==> config.mk <==
export PLATFORM = sky130hd
export DESIGN_NAME = uart_fifo_param
export DESIGN_NICKNAME = d
export VERILOG_FILES = /design/src/rtl/uart_fifo_param.sv
export SDC_FILE = /design/constraint.sdc
export NUM_CORES = 1
export LEC_CHECK = 0
export ABC_CLOCK_PERIOD_IN_PS = 8100
export CORE_AREA = 2 2 170 172
export DETAILED_ROUTE_END_ITERATION = 10
export DIE_AREA = 0 0 172 174
export GPL_ROUTABILITY_DRIVEN = 0
export SYNTH_ARGS = -nofsm -noshare
export SYNTH_HDL_FRONTEND = slang
export SYNTH_SLANG_ARGS = --single-unit
==> constraint.sdc <==
create_clock -name clk -period 8.1 [get_ports clk]
set_clock_uncertainty 0.2 [all_clocks]
set_input_delay 1.62 -clock clk [delete_from_list [all_inputs] [get_ports clk]]
set_output_delay 1.62 -clock clk [all_outputs]
set_load 0.05 [all_outputs]
==> src/rtl/uart_fifo_param.sv <==
// Parametrised FIFO for the UART transmit/receive paths: data plus per-entry error tag,
// live occupancy count, trigger threshold, flush, and an error-in-FIFO flag.
module uart_fifo_param #(
    parameter int unsigned DATA_W = 8,
    parameter int unsigned DEPTH  = 16,
    parameter int unsigned TAG_W  = 3,
    localparam int unsigned CNT_W = $clog2(DEPTH + 1)
) (
    input  logic              clk,
    input  logic              rst,
    input  logic              en,
    input  logic              flush,
    input  logic              push_in,
    input  logic              pop_in,
    input  logic [DATA_W-1:0] din,
    input  logic [TAG_W-1:0]  tag_in,
    output logic [DATA_W-1:0] dout,
    output logic [TAG_W-1:0]  tag_out,
    output logic              empty,
    output logic              full,
    output logic [CNT_W-1:0]  count,
    output logic              overrun,
    output logic              underrun,
    input  logic [CNT_W-1:0]  threshold,
    output logic              thre_trigger,
    output logic              err_in_fifo
);

    localparam int unsigned PTR_W = $clog2(DEPTH);
    localparam int unsigned ENT_W = TAG_W + DATA_W;
    localparam logic [PTR_W-1:0] LastPtr  = PTR_W'(DEPTH - 1);
    localparam logic [CNT_W-1:0] DepthCnt = CNT_W'(DEPTH);

    logic [ENT_W-1:0] mem_q [DEPTH];

    logic [PTR_W-1:0] wr_ptr_q, wr_ptr_d;
    logic [PTR_W-1:0] rd_ptr_q, rd_ptr_d;
    logic [CNT_W-1:0] count_q, count_d;
    logic [CNT_W-1:0] err_cnt_q, err_cnt_d;
    logic             overrun_q, overrun_d;
    logic             underrun_q, underrun_d;

    logic             push_req, pop_req;
    logic             wr, rd;
    logic             err_inc, err_dec;
    logic [ENT_W-1:0] head;

    // Status decoded purely from the occupancy count.
    always_comb begin
        full  = (count_q == DepthCnt);
        empty = (count_q == '0);
        count = count_q;
    end

    // First-word fall-through head; zero while empty so stale memory never leaks out.
    always_comb begin
        head    = mem_q[rd_ptr_q];
        dout    = '0;
        tag_out = '0;
        if (!empty) begin
            dout    = head[DATA_W-1:0];
            tag_out = head[ENT_W-1:DATA_W];
        end
    end

    always_comb begin
        push_req = en & push_in;
        pop_req  = en & pop_in;
        // A pop in the same cycle frees the slot a push into a full FIFO needs.
        wr       = push_req & (~full | pop_in);
        rd       = pop_req & ~empty;
        err_inc  = wr & (tag_in != '0);
        err_dec  = rd & (tag_out != '0);
    end

    always_comb begin
        wr_ptr_d   = wr_ptr_q;
        rd_ptr_d   = rd_ptr_q;
        count_d    = count_q;
        err_cnt_d  = err_cnt_q;
        overrun_d  = 1'b0;
        underrun_d = 1'b0;

        if (flush) begin
            wr_ptr_d  = '0;
            rd_ptr_d  = '0;
            count_d   = '0;
            err_cnt_d = '0;
        end else begin
            if (wr) begin
                wr_ptr_d = (wr_ptr_q == LastPtr) ? '0 : wr_ptr_q + PTR_W'(1);
            end
            if (rd) begin
                rd_ptr_d = (rd_ptr_q == LastPtr) ? '0 : rd_ptr_q + PTR_W'(1);
            end

            case ({wr, rd})
                2'b10:   count_d = count_q + CNT_W'(1);
                2'b01:   count_d = count_q - CNT_W'(1);
                default: count_d = count_q;
            endcase

            case ({err_inc, err_dec})
                2'b10:   err_cnt_d = err_cnt_q + CNT_W'(1);
                2'b01:   err_cnt_d = err_cnt_q - CNT_W'(1);
                default: err_cnt_d = err_cnt_q;
            endcase

            overrun_d  = push_req & full & ~pop_in;
            underrun_d = pop_req & empty;
        end
    end

    always_ff @(posedge clk) begin
        if (rst) begin
            wr_ptr_q   <= '0;
            rd_ptr_q   <= '0;
            count_q    <= '0;
            err_cnt_q  <= '0;
            overrun_q  <= 1'b0;
            underrun_q <= 1'b0;
        end else begin
            wr_ptr_q   <= wr_ptr_d;
            rd_ptr_q   <= rd_ptr_d;
            count_q    <= count_d;
            err_cnt_q  <= err_cnt_d;
            overrun_q  <= overrun_d;
            underrun_q <= underrun_d;
        end
    end

    // Storage is not reset; only the pointers and count define validity.
    always_ff @(posedge clk) begin
        if (!rst && !flush && wr) begin
            mem_q[wr_ptr_q] <= {tag_in, din};
        end
    end

    always_comb begin
        overrun      = overrun_q;
        underrun     = underrun_q;
        err_in_fifo  = (err_cnt_q != '0);
        // A threshold above DEPTH can never be met because count saturates at DEPTH.
        thre_trigger = (threshold != '0) && (count_q >= threshold);
    end

endmodule

==> flow_summary.json <==
{
  "antenna_left": 0,
  "hold_class": "reg2reg",
  "finish.instance_area_um2": 9800,
  "p_total_uw": 2020,
  "dpl-instance-area_um2": 9230,
  "dp_hpwl_um": 11000,
  "final_nets": 550,
  "final_cells": 905,
  "ctsRootBufferMaster": "clkbuf_16",
  "die_w_um": 172,
  "seq_area_frac_synth_pct": 69.2,
  "finalMaxSlewViolations": 0,
  "reg2reg_to": "err_cnt_q[4]",
  "final-setup-viol-count": 0,
  "status": "finished clean",
  "synth.top_cells.by_area": "edfxtp_1 (63%), mux4_2 (11%), dfxtp_1 (5.8%), mux4_1 (4.4%), ha_1 (2.7%)",
  "max_freq_mhz": 175,
  "grt_pass1_vias": 4458,
  "met1_length_um": 6980,
  "cp-start-kind": "primary input",
  "fillers": 2650,
  "path_buf_inv": 2,
  "cap_violations": 0,
  "holdPathEnd": "err_cnt_q[4]",
  "drive_gt1_share_pct": 19.4,
  "hold_buffers": 0,
  "wl_met3_um": 996,
  "endpoint_kind": "primary output",
  "cts_buffers": 17,
  "synth.top_cell.area_share_pct": 63.4,
  "grt_pass1_wl_um": 26300,
  "cp.arrival_ps": 3880,
  "syn_avg_cell_area_um2": 18.6,
  "maxUsedRoutingLayer": "met4",
  "min_period_ps": 5700,
  "wl_met2_um": 8950,
  "crit_chain": "clkdlybuf4s50_1 -> ha_1 -> nand2b_1 -> a21o_1 -> a21o_1 -> a21o_1 -> a21oi_1 -> a21oi_1 -> clkdlybuf4s50_1",
  "critical_path.slowest_cell": "clkdlybuf4s50_1",
  "layout_commonest_cell": "edfxtp_1",
  "wl_per_cell_um": 19.0,
  "slowest_delay_ps": 700,
  "vias": 4192,
  "port_buffers": 43,
  "die_h_um": 174,
  "finalSetupTns_ps": 0,
  "syn_to_final_growth_pct": 17.7,
  "cts_tree": "built",
  "synth-seq-cells": 200,
  "min_from": "err_cnt_q[4]",
  "synth_top_cell_by_area": "edfxtp_1",
  "hold-path-cell-count": 2,
  "synth_cell_type_count": 42,
  "drtIter0Drc": 265,
  "pre_cts_slack_ps": 2400,
  "yosysWarnings": 0,
  "antenna_found_initial": 0,
  "cts_buffer_depth": 2,
  "critPathKind": "in2out",
  "vias_per_cell": 4.63,
  "power-per-cell-area_nw_per_um2": 206,
  "worst_pin_slew_ps": 843,
  "synth_nets": 491,
  "grt_util_all_layers_pct": 12.1,
  "maxSlewHeadroom_pct": 43.7,
  "worstPathRequired_ps": 6280,
  "antenna_cells": 0,
  "cts.htree.levels": 4,
  "peakVddDrop_uv": 142,
  "r2r_cells": 13,
  "syn-cell-area_um2": 8330,
  "ctsResizeCount": 0,
  "leakagePower_uw": 0.00313,
  "finalHoldViolCount": 0,
  "route.detailed.drc": 0,
  "start_util_pct": 29.5,
  "cts_setup_buffers": 0,
  "grt_max_degree": 42,
  "drt-total-wl_um": 17200,
  "num_rows": 62,
  "dr.pass1.iters": 5,
  "cp_common_cell": "a21o_1",
  "clock_latency_ps": 430,
  "synth_ff_type": "edfxtp_1",
  "core_area_um2": 28200,
  "layout_setup_ws_ps": 2400,
  "clk_pin_slew_worst_paths_ps": 70,
  "dieArea_um2": 29900,
  "most-common-layout-cells": "edfxtp_1 (176), clkdlybuf4s50_1 (43), mux4_2 (39), nor2_1 (34), dfxtp_1 (23)",
  "overflow": 0,
  "synth_edf_count": 176,
  "ff2ff_setup_slack_ps": 3420,
  "async_flop_share_pct": 0,
  "syn_inst": 449,
  "grt_setup_unrepaired": "no",
  "crit_fanout": 2,
  "cp_top_family": "buffers and inverters",
  "boundaryPins": 44,
  "cts_sinks": 200,
  "post-route-period-util_pct": 70.4,
  "dpl.cell_count": 873
}
==> kinds of logic after synthesis <==
group	count (synthesis)	synth area share [%]
flip-flops	200	69.2
AND/OR/NAND/NOR	94	6.29
multiplexers	56	15.3
buffers and inverters	37	2.78
AO/OA/AOI/OAI	34	2.40
adder cells (fa/ha/maj)	20	3.18
XOR/XNOR	8	0.841
==> worst min-delay path, cell delays in order (launching register included) <==
cell     delay [ps]
dfxtp_1         330
o21ai_0          70
a21oi_1          80
==> flip-flops by register name, indices dropped and copies added, names as in the netlist, named ones only <==
name       count
mem_q        176
count          5
err_cnt_q      5
rd_ptr_q       4
wr_ptr_q       4
overrun        1
underrun       1
==> where the power goes <==
part | internal (uW) | switching [uW] | leakage (uW)
registers | 1120 | 1.88 | 0.00178
clock network | 460 | 372 | 0.000277
logic | 25.9 | 41.6 | 0.00108
total | 1610 | 415 | 0.00313
==> cell usage after synthesis, types with 2 or more instances <==
| library cell | instances |
|---|---|
| a21o_1 | 5 |
| a21oi_1 | 17 |
| a22oi_1 | 2 |
| a31oi_1 | 3 |
| and3_1 | 2 |
| buf_1 | 2 |
| buf_12 | 2 |
| buf_2 | 3 |
| buf_6 | 4 |
| clkbuf_1 | 6 |
| clkbuf_4 | 4 |
| dfxtp_1 | 24 |
| edfxtp_1 | 176 |
| fa_1 | 2 |
| ha_1 | 18 |
| inv_1 | 15 |
| mux2i_1 | 3 |
| mux4_1 | 14 |
| mux4_2 | 39 |
| nand2_1 | 13 |
| nand2b_1 | 3 |
| nand3_1 | 4 |
| nand3b_1 | 2 |
| nor2_1 | 34 |
| nor2b_1 | 8 |
| nor2b_4 | 8 |
| nor3_1 | 9 |
| nor4_1 | 3 |
| o21ai_0 | 4 |
| or2_2 | 2 |
| xnor2_1 | 2 |
| xor2_1 | 6 |
==> metrics by stage <==
stage | hold slack (ps) | util (%)
floorplan | 258 | -
global placement | 270 | 32.7
detailed placement | 326 | 32.7
CTS | 335 | 34.7
global route | 379 | 34.7
finish | 338 | 34.7
==> cell type report <==
class                   instances  area, um^2  share of cell area, %
well taps                     384         480                   4.90
flip-flops and latches        200        5770                   58.8
clock buffers                  20         437                   4.45
multi-input cells             212        2360                   24.0
clock inverters                12         135                   1.38
inverters                      15        56.3                  0.574
repair buffers                 62         573                   5.84
==> worst max path at each step <==
stage,depth (start not counted),start,slack (ps),endpoint
finish,9,threshold[0],2400,thre_trigger
global route,5,flop,2300,dout[4]
CTS,9,threshold[0],2390,thre_trigger
detailed placement,9,threshold[0],2400,thre_trigger
global placement,9,threshold[0],2420,thre_trigger
floorplan,7,threshold[0],3220,thre_trigger
==> metal layers <==
layer,vias to the layer above,GRT usage [%]
met4,0,3.57
li1,1897,-
met5,-,0
met1,2150,15.1
met2,124,20.5
met3,21,3.26
Note: power is estimated with default switching activity, not from simulation.
